[src/rtl/keypad_entry_scanner_if.sv]
// Entry-side bundle of the keypad scanner: debounced key status plus the
// hex entry register handed to the seven-segment controller.
interface keypad_entry_scanner_if #(
  parameter int DIGITS = 4
);
  localparam int CW = $clog2(DIGITS + 1);

  logic                  PRESSED;
  logic                  KEY_VALID;
  logic [3:0]            KEY_CODE;
  logic [4*DIGITS-1:0]   VALUE;
  logic [CW-1:0]         DIGIT_COUNT;
  logic                  FULL;

  modport master (
    output PRESSED, KEY_VALID, KEY_CODE, VALUE, DIGIT_COUNT, FULL
  );

  modport slave (
    input PRESSED, KEY_VALID, KEY_CODE, VALUE, DIGIT_COUNT, FULL
  );
endinterface

[src/rtl/keypad_entry_scanner.sv]
// Matrix keypad front end: column scan on a prescaled tick, counted
// debounce of press and release, one strobe per accepted key and a
// DIGITS-wide hex entry register with optional backspace/clear keys.
module keypad_entry_scanner #(
  parameter int ROWS      = 4,
  parameter int COLS      = 4,
  parameter int DIGITS    = 4,
  parameter int SCAN_DIV  = 131072,
  parameter int DEB_N     = 4,
  parameter int EDIT_KEYS = 0,
  parameter int SATURATE  = 0
) (
  input  logic                   CLK,
  input  logic                   RESET,
  input  logic [ROWS-1:0]        KEYPAD_ROWS,
  output logic [COLS-1:0]        KEYPAD_COLS,
  keypad_entry_scanner_if.master entry
);

  localparam int VW  = 4 * DIGITS;
  localparam int CW  = $clog2(DIGITS + 1);
  localparam int RW  = (ROWS > 1) ? $clog2(ROWS) : 1;
  localparam int CLW = (COLS > 1) ? $clog2(COLS) : 1;
  localparam int PW  = $clog2(SCAN_DIV);
  localparam int DW  = $clog2(DEB_N + 1);

  if (ROWS * COLS > 16) begin : g_size_check
    $error("keypad_entry_scanner: ROWS*COLS must not exceed 16");
  end

  typedef enum logic [1:0] {
    ST_SCAN   = 2'd0,
    ST_DEB_P  = 2'd1,
    ST_ACCEPT = 2'd2,
    ST_HELD   = 2'd3
  } state_t;

  // Active-low one-hot column drive for a column index.
  function automatic logic [COLS-1:0] col_drive(input logic [CLW-1:0] col);
    col_drive = ~(COLS'(1'b1) << col);
  endfunction

  logic [ROWS-1:0] rows_meta_r, rows_sync_r;
  logic [PW-1:0]   presc_r;
  state_t          state_r, state_next;
  logic [CLW-1:0]  col_r, col_next;
  logic [RW-1:0]   row_r, row_next;
  logic [DW-1:0]   cnt_r, cnt_next;
  logic [COLS-1:0] cols_r;
  logic            pressed_r, pressed_next;
  logic            key_valid_r, key_valid_next;
  logic [3:0]      key_code_r, key_code_next;
  logic [VW-1:0]   value_r, value_next;
  logic [CW-1:0]   count_r, count_next;
  logic            full_r;

  logic            tick_s;
  logic [ROWS-1:0] row_low_s;
  logic            any_low_s;
  logic [RW-1:0]   row_first_s;
  logic            latched_low_s;
  logic [CLW-1:0]  col_inc_s;
  logic [3:0]      code_s;
  logic            full_s;
  logic            is_bs_s;
  logic            is_clr_s;

  // Two-flop synchroniser for the asynchronous row inputs (idle = pulled high).
  always_ff @(posedge CLK or negedge RESET) begin
    if (!RESET) begin
      rows_meta_r <= {ROWS{1'b1}};
      rows_sync_r <= {ROWS{1'b1}};
    end else begin
      rows_meta_r <= KEYPAD_ROWS;
      rows_sync_r <= rows_meta_r;
    end
  end

  assign tick_s = (presc_r == PW'(SCAN_DIV - 1));

  // Scan prescaler: free-running 0..SCAN_DIV-1, tick on the last count.
  always_ff @(posedge CLK or negedge RESET) begin
    if (!RESET) begin
      presc_r <= {PW{1'b0}};
    end else if (tick_s) begin
      presc_r <= {PW{1'b0}};
    end else begin
      presc_r <= presc_r + PW'(1'b1);
    end
  end

  assign row_low_s     = ~rows_sync_r;
  assign any_low_s     = |row_low_s;
  assign latched_low_s = row_low_s[row_r];
  assign col_inc_s     = (col_r == CLW'(COLS - 1)) ? {CLW{1'b0}} : col_r + CLW'(1'b1);
  assign code_s        = 4'(int'(row_r) * COLS + int'(col_r));
  assign full_s        = (count_r == CW'(DIGITS));
  assign is_bs_s       = (EDIT_KEYS != 0) && (code_s == 4'hE);
  assign is_clr_s      = (EDIT_KEYS != 0) && (code_s == 4'hF);

  // Lowest-index active row wins when several rows read low.
  always_comb begin
    row_first_s = {RW{1'b0}};
    for (int i = ROWS - 1; i >= 0; i--) begin
      row_first_s = row_low_s[i] ? RW'(i) : row_first_s;
    end
  end

  // Next-state logic: scan, debounce press, accept + entry edit, debounce release.
  always_comb begin
    state_next     = state_r;
    col_next       = col_r;
    row_next       = row_r;
    cnt_next       = cnt_r;
    pressed_next   = pressed_r;
    key_valid_next = 1'b0;
    key_code_next  = key_code_r;
    value_next     = value_r;
    count_next     = count_r;
    case (state_r)
      ST_SCAN: begin
        if (tick_s && any_low_s) begin
          row_next = row_first_s;
          if (DEB_N == 1) begin
            cnt_next   = {DW{1'b0}};
            state_next = ST_ACCEPT;
          end else begin
            cnt_next   = DW'(1'b1);
            state_next = ST_DEB_P;
          end
        end else if (tick_s) begin
          col_next = col_inc_s;
        end else begin
          state_next = ST_SCAN;
        end
      end
      ST_DEB_P: begin
        if (tick_s && latched_low_s) begin
          if (cnt_r == DW'(DEB_N - 1)) begin
            cnt_next   = {DW{1'b0}};
            state_next = ST_ACCEPT;
          end else begin
            cnt_next = cnt_r + DW'(1'b1);
          end
        end else if (tick_s) begin
          // Bounce: drop back to scanning the same column without a strobe.
          cnt_next   = {DW{1'b0}};
          state_next = ST_SCAN;
        end else begin
          state_next = ST_DEB_P;
        end
      end
      ST_ACCEPT: begin
        key_code_next  = code_s;
        key_valid_next = 1'b1;
        pressed_next   = 1'b1;
        cnt_next       = {DW{1'b0}};
        state_next     = ST_HELD;
        if (is_clr_s) begin
          value_next = {VW{1'b0}};
          count_next = {CW{1'b0}};
        end else if (is_bs_s) begin
          if (count_r != {CW{1'b0}}) begin
            value_next = value_r >> 3'd4;
            count_next = count_r - CW'(1'b1);
          end else begin
            value_next = value_r;
          end
        end else if (full_s && (SATURATE != 0)) begin
          value_next = value_r;
        end else begin
          value_next = (value_r << 3'd4) | VW'(code_s);
          count_next = full_s ? count_r : count_r + CW'(1'b1);
        end
      end
      ST_HELD: begin
        // Only the latched key is watched; other keys are ignored until release.
        if (tick_s && !latched_low_s) begin
          if (cnt_r == DW'(DEB_N - 1)) begin
            cnt_next     = {DW{1'b0}};
            pressed_next = 1'b0;
            col_next     = col_inc_s;
            state_next   = ST_SCAN;
          end else begin
            cnt_next = cnt_r + DW'(1'b1);
          end
        end else if (tick_s) begin
          cnt_next = {DW{1'b0}};
        end else begin
          state_next = ST_HELD;
        end
      end
      default: begin
        state_next = ST_SCAN;
        col_next   = {CLW{1'b0}};
        cnt_next   = {DW{1'b0}};
      end
    endcase
  end

  // State and output registers; column drive is registered from the next column.
  always_ff @(posedge CLK or negedge RESET) begin
    if (!RESET) begin
      state_r     <= ST_SCAN;
      col_r       <= {CLW{1'b0}};
      row_r       <= {RW{1'b0}};
      cnt_r       <= {DW{1'b0}};
      cols_r      <= col_drive({CLW{1'b0}});
      pressed_r   <= 1'b0;
      key_valid_r <= 1'b0;
      key_code_r  <= 4'h0;
      value_r     <= {VW{1'b0}};
      count_r     <= {CW{1'b0}};
      full_r      <= 1'b0;
    end else begin
      state_r     <= state_next;
      col_r       <= col_next;
      row_r       <= row_next;
      cnt_r       <= cnt_next;
      cols_r      <= col_drive(col_next);
      pressed_r   <= pressed_next;
      key_valid_r <= key_valid_next;
      key_code_r  <= key_code_next;
      value_r     <= value_next;
      count_r     <= count_next;
      full_r      <= (count_next == CW'(DIGITS));
    end
  end

  assign KEYPAD_COLS       = cols_r;
  assign entry.PRESSED     = pressed_r;
  assign entry.KEY_VALID   = key_valid_r;
  assign entry.KEY_CODE    = key_code_r;
  assign entry.VALUE       = value_r;
  assign entry.DIGIT_COUNT = count_r;
  assign entry.FULL        = full_r;

endmodule

[src/flat_wrapper.sv]
// flat-port wrapper written by rule: the top's interface ports become plain ports
module keypad_entry_scanner_flat 
#(
  parameter int ROWS      = 4,
  parameter int COLS      = 4,
  parameter int DIGITS    = 4,
  parameter int SCAN_DIV  = 131072,
  parameter int DEB_N     = 4,
  parameter int EDIT_KEYS = 0,
  parameter int SATURATE  = 0
)
  (CLK, RESET, KEYPAD_ROWS, KEYPAD_COLS, entry_PRESSED, entry_KEY_VALID, entry_KEY_CODE, entry_VALUE, entry_DIGIT_COUNT, entry_FULL);
  keypad_entry_scanner_if #(.DIGITS(DIGITS)) entry_i ();
  input  logic CLK;
  input  logic RESET;
  input  logic [ROWS-1:0] KEYPAD_ROWS;
  output logic [COLS-1:0] KEYPAD_COLS;
  output wire logic [$bits(entry_i.PRESSED)-1:0] entry_PRESSED;
  output wire logic [$bits(entry_i.KEY_VALID)-1:0] entry_KEY_VALID;
  output wire logic [$bits(entry_i.KEY_CODE)-1:0] entry_KEY_CODE;
  output wire logic [$bits(entry_i.VALUE)-1:0] entry_VALUE;
  output wire logic [$bits(entry_i.DIGIT_COUNT)-1:0] entry_DIGIT_COUNT;
  output wire logic [$bits(entry_i.FULL)-1:0] entry_FULL;
  assign entry_PRESSED = entry_i.PRESSED;
  assign entry_KEY_VALID = entry_i.KEY_VALID;
  assign entry_KEY_CODE = entry_i.KEY_CODE;
  assign entry_VALUE = entry_i.VALUE;
  assign entry_DIGIT_COUNT = entry_i.DIGIT_COUNT;
  assign entry_FULL = entry_i.FULL;
  keypad_entry_scanner #(.ROWS(ROWS), .COLS(COLS), .DIGITS(DIGITS), .SCAN_DIV(SCAN_DIV), .DEB_N(DEB_N), .EDIT_KEYS(EDIT_KEYS), .SATURATE(SATURATE)) u_core (.CLK(CLK), .RESET(RESET), .KEYPAD_ROWS(KEYPAD_ROWS), .KEYPAD_COLS(KEYPAD_COLS), .entry(entry_i));
endmodule
[config.mk]
export PLATFORM = sky130hd
export DESIGN_NAME = keypad_entry_scanner_flat
export DESIGN_NICKNAME = d
export VERILOG_FILES = /design/src/rtl/keypad_entry_scanner_if.sv /design/src/rtl/keypad_entry_scanner.sv /design/src/flat_wrapper.sv
export SDC_FILE = /design/constraint.sdc
export NUM_CORES = 1
export LEC_CHECK = 0
export BUFFER_PORTS_ARGS = -buffer_cell sky130_fd_sc_hd__buf_2
export CAP_MARGIN = 20
export CORE_UTILIZATION = 50
export DETAILED_ROUTE_END_ITERATION = 16
export GPL_TIMING_DRIVEN = 0
export PLACE_DENSITY = 0.71
export SLEW_MARGIN = 20
export SYNTH_ARGS = -nofsm -noshare
export SYNTH_HDL_FRONTEND = slang
export SYNTH_SLANG_ARGS = --single-unit
[constraint.sdc]
create_clock -name CLK -period 4.95 [get_ports CLK]
set_input_delay 1.2375 -clock CLK [delete_from_list [all_inputs] [get_ports CLK]]
set_output_delay 1.2375 -clock CLK [all_outputs]
set_load 0.03 [all_outputs]
# == Yosys cells after proc, flatten, opt, wreduce, memory -nomap -nowiden ==
# Cells that the tools add are included.
# totals
regBits,64
latchBits,0
ram_bits,0
mem_count,0
out_inout_bits,30
romBits,0
# op_classes
reduce_logical,10
order_cmp,1
n_eq_ne,15
shift,1
n_addsub,5
mux,34
n_bitwise,3
n_div,0
n_mul,0
# ops
operator,count
$mux 2,16
$mux 3,7
$add 17x1->17 const B,1
$eq 17x17->1 const B,1
$mux 17,1
$or 16x4->16,1
$pmux 3 s4,1
$ne 3x3->1 const B,3
$not 4->4,2
$pmux 2 s4,1
$add 3x1->3 const B,2
$eq 2x2->1 const B,3
$eq 3x3->1 const B,2
$ne 2x1->1 const B,3
$mux 1,5
$add 4x2->4,1
$pmux 2 s2,1
$reduce_and 4->1,1
$reduce_or 4->1,1
$shl 1x2->4 const A,1
$eq 3x2->1 const B,1
$logic_and 1x1->1,3
$lt 2x3->1 const B,1
$ne 3x2->1 const B,1
9 further kinds,9

# == Depth between registers and ports, before layout ==
# depth
depth_word,9
ltp_mapped,11

# == Worst setup path after synthesis ==
# No wires, ideal clock.
# synth_timing
path_type,reg2reg
from,register u_core.presc_r[0]
to,register u_core.state_r[0]
path_buffers,1
synth_period_minus_slack_ns,2.639
slack_ns,2.311
arrival_ns,2.514
required_ns,4.825
stages_incl_launch_ff,10
cell_sequence,dfrtp_1 > ha_1 > and3_1 > nand4_1 > nor4_1 > ha_1 > buf_2 > a21boi_0 > o31ai_1 > mux2_2
# synth_via
elab_chain_len,4
word_cells_on_any_way,14
cone_classes,eq/ne: 5; mux: 5; reduce/logical: 4
# synth_rtl
element,line,rtl
from (decl),keypad_entry_scanner.sv:44,logic [PW-1:0] presc_r;
from (signal assigned),keypad_entry_scanner.sv:84,presc_r <= {PW{1'b0}};
from (signal assigned),keypad_entry_scanner.sv:86,presc_r <= {PW{1'b0}};
from (signal assigned),keypad_entry_scanner.sv:88,presc_r <= presc_r + PW'(1'b1);
$eq 17x17->1 (*),keypad_entry_scanner.sv:79,assign tick_s = (presc_r == PW'(SCAN_DIV - 1));
$mux 1 (tied with other cells),keypad_entry_scanner.sv:145,end else if (tick_s) begin
$mux 2 (tied with other cells),keypad_entry_scanner.sv:138,if (tick_s && latched_low_s) begin
$pmux 2 s4 or $reduce_and 4->1 (tied branches),n/a,
to (signal assigned),keypad_entry_scanner.sv:216,state_r <= state_next;
to (decl),keypad_entry_scanner.sv:45,"state_t state_r, state_next;"
# Every way passes the cells marked *; elsewhere a longest branch is shown, timed or not.
# A chain may end at the register's enable or synchronous reset.

# == Worst setup path in the final report ==
# layout_timing
from,register u_core.presc_r[0]
to,register u_core.cols_r[3] (netlist: u_core.KEYPAD_COLS[3])
# layout_via
elab_chain_len,6
word_cells_on_any_way,9
cone_classes,eq/ne: 1; shift: 1; mux: 4; bitwise: 1; reduce/logical: 2
# layout_rtl
element,line,rtl
$eq 17x17->1 (*),keypad_entry_scanner.sv:79,
$mux 2 (tied with other cells),keypad_entry_scanner.sv:131,end else if (tick_s) begin
$mux 2 (on tied branches),"keypad_entry_scanner.sv:122, keypad_entry_scanner.sv:178",
$pmux 2 s2 (*),keypad_entry_scanner.sv:120,case (state_r)
$shl 1x2->4 (*),keypad_entry_scanner.sv:40,col_drive = ~(COLS'(1'b1) << col);
$not 4->4 (*),keypad_entry_scanner.sv:40,
to (signal assigned),keypad_entry_scanner.sv:208,cols_r <= col_drive({CLW{1'b0}});
to (signal assigned),keypad_entry_scanner.sv:220,cols_r <= col_drive(col_next);
to (decl),keypad_entry_scanner.sv:49,logic [COLS-1:0] cols_r;
# Marked as above.

==> flow_metrics.tcl <==
set metrics [dict create \
    tightestPinTransition_ns 0.720 \
    yosysWarningCount 0 \
    place.gp.congestion 0.800 \
    grt_max_degree 61 \
    synth_fp_nets 257 \
    worst_ep_required_time_ns 5.17 \
    nets 303 \
    synth_cells 240 \
    clock_sinks 60 \
    grt_usage_pct 18.6 \
    syn_area_sq_um 2730 \
    ctsHoldBuffers 0 \
    dp_hpwl_mm 3.26 \
    critPathLaunch "u_core.presc_r[0]$_DFF_PN0_" \
    drive_gt1_share_pct 29.9 \
    crit_path_end_kind "register" \
    final_cells 361 \
    drc 0 \
    n_antenna_cell 0 \
    synth_edf_count 0 \
    clkTransAtPathRegs_ns 0.07 \
    maxCapViolations 0 \
    min_period_ns 3.12 \
    fin_ws_ns 1.83 \
    hold_violations 0 \
    ys_ff_latch 60 \
    cts_resized 0 \
    syn_avg_cell_area_sq_um 11.4 \
    power_mw 1.06 \
    post-place-ws_ns 1.80 \
    dr.pass1.iters 4 \
    fin_crit_sh_pct 63.0 \
    status "completed" \
    startpoint_type "register" \
    wl_mm 4.77 \
    design_area_sq_um 3240 \
    port_buffers 35 \
    clk_path_buf_depth 2 \
    power_density_nw_per_um2 326 \
    cts_buffers 9 \
    dieArea_sq_um 5760 \
    post-cts-setup-buffers 0 \
    clock_latency_ns 0.33 \
    gr-total-overflow 0 \
    fin_skew_ns 0.00580 \
    cts_tree "built" \
    arrival_ns 3.34 \
    synth-main-ff-cell "dfrtp_1" \
    layout_common_cells "dfrtp_1, buf_2, nor2_1, nand2_1, mux2_2" \
    finalSetupTns_ns 0 \
    dp.cells 345 \
    avgViaCountPerCell 5.27 \
    irDropWorstVdd_v 0.000173 \
    grt_setup_unrepaired "no" \
    setup_viol 0 \
    syn_to_final_growth_pct 18.9 \
    clock-root-buffer "clkbuf_8" \
    htreeDepth 3 \
    drt_iter0_markers 87 \
    max_slew_margin_pct 52.0 \
    finalMaxSlewViolations 0 \
    vias 1902 \
    fmaxAchievable_mhz 321 \
    placed_area_sq_um 2990 \
    ant_nets 0 \
    grt_pass1_wl_mm 7.78 \
    min-delay-start "u_core.rows_meta_r[3]$_DFF_PN1_" \
    fp-row-count 26 \
    antenna_found_initial 0 \
    worstHoldPathType "register to register" \
    grt_pass1_vias 1724 \
    path_class "register to register" \
    leakage_nw 1.60 \
    wl_per_cell_um 13.2 \
    mostFrequentLayoutCell "dfrtp_1" \
    synth_cell_types 40 \
    initial_core_util_pct 52.8 \
    coreArea_sq_um 5170 \
    die_w_um 75.9 \
    async_reset_ff_share_pct 100 \
    die_y_um 75.9 \
    cp_max_fo 10 \
    pin_count 36 \
    r2r-start "u_core.presc_r[0]$_DFF_PN0_" \
    synth-seq-area-share_pct 55.5 \
]
report_power, final:
part	internal, mW	switching (mW)	leakage (nW)
clock	0.361	0.182	0.127
sequential	0.497	0.00273	0.786
combinational	0.00282	0.0106	0.683
layout make-up:
class / instances / area [sq um]
multi-input combinational: 160 / 1120
sequential: 60 / 1520
clock inverter: 4 / 95.1
inverter: 10 / 37.5
timing repair buffer: 35 / 178
fill: 397 / 1930
tap: 70 / 87.6
clock buffer: 12 / 155
buffer: 10 / 53.8
path summary, 6_finish.rpt:
path | slack [ns] | cells past startpoint | endpoint
max | 1.83 | 10 | u_core.KEYPAD_COLS[3]$_DFF_PN1_
min in group asynchronous | 0.97 | 1 | u_core.presc_r[14]$_DFF_PN0_
max reg2reg | 1.83 | 10 | u_core.KEYPAD_COLS[3]$_DFF_PN1_
max in group asynchronous | 3.51 | 1 | u_core.entry.VALUE[2]$_DFFE_PN0P_
min | 0.35 | 0 | u_core.rows_sync_r[3]$_DFF_PN1_
min reg2reg | 0.35 | 0 | u_core.rows_sync_r[3]$_DFF_PN1_
worst max-delay path, cell delays in order (launching register included):
cell and delay, ns:
dfrtp_1 0.38, ha_1 0.20, and3_1 0.22, nand4_1 0.28, nor4_1 0.38, ha_1 0.29, buf_2 0.22, nand2_1 0.09
o311ai_0 0.62, nor2b_1 0.21, o221ai_1 0.13
metal layers:
metal / vias to the layer above / GRT usage (%) / share of wire [%]
met1: 924 / 24.1 / 46
met3: 10 / 4.76 / 3.7
li1: 925 / - / -
met5: - / 0 / 0
met2: 43 / 29.0 / 48
met4: 0 / 9.26 / 1.8
per-stage QoR:
| step | hold WS (ns) | utilization [%] |
|---|---|---|
| global placement | 0.346 | 57.8 |
| CTS | 0.355 | 62.7 |
| detailed placement | 0.347 | 57.9 |
| global route | 0.357 | 62.7 |
| floorplan | 0.345 | - |
| finish | 0.352 | 62.7 |
registers in the layout, summed over array words and instances, names as in the netlist:
register / count
u_core.KEYPAD_COLS: 4
u_core.cnt_r: 3
u_core.col_r: 2
u_core.entry.DIGIT_COUNT: 3
u_core.entry.FULL: 1
u_core.entry.KEY_VALID: 1
u_core.entry.PRESSED: 1
u_core.entry.VALUE: 16
u_core.presc_r: 17
u_core.row_r: 2
u_core.rows_meta_r: 4
u_core.rows_sync_r: 4
u_core.state_r: 2
cells by family after synthesis:
logic type                 count (synthesis)  synth area share, %
xor gates and xnor gates                  10                 3.21
DFF                                       60                 55.5
and+or+nand+nor                           79                 15.0
muxes                                     24                 10.1
adders and majority gates                 11                 5.04
buffers and inverters                     20                 3.35
AOI/OAI and AO/OA                         36                 7.70
synthesized netlist by cell type, types with 5 or more instances:
| master | count | area share, % |
|---|---|---|
| nor2_1 | 20 | 2.8 |
| a21oi_1 | 14 | 2.6 |
| dfrtp_1 | 49 | 45 |
| o21ai_0 | 11 | 2.0 |
| ha_1 | 11 | 5.0 |
| inv_1 | 10 | 1.4 |
| xnor2_1 | 8 | 2.6 |
| nand3_1 | 5 | 0.92 |
| nand2_1 | 19 | 2.6 |
| nor2b_1 | 8 | 1.8 |
| mux2_2 | 19 | 7.8 |
| or3_1 | 5 | 1.1 |
| dfstp_2 | 11 | 11 |
Note: power is estimated with default switching activity, not from simulation.
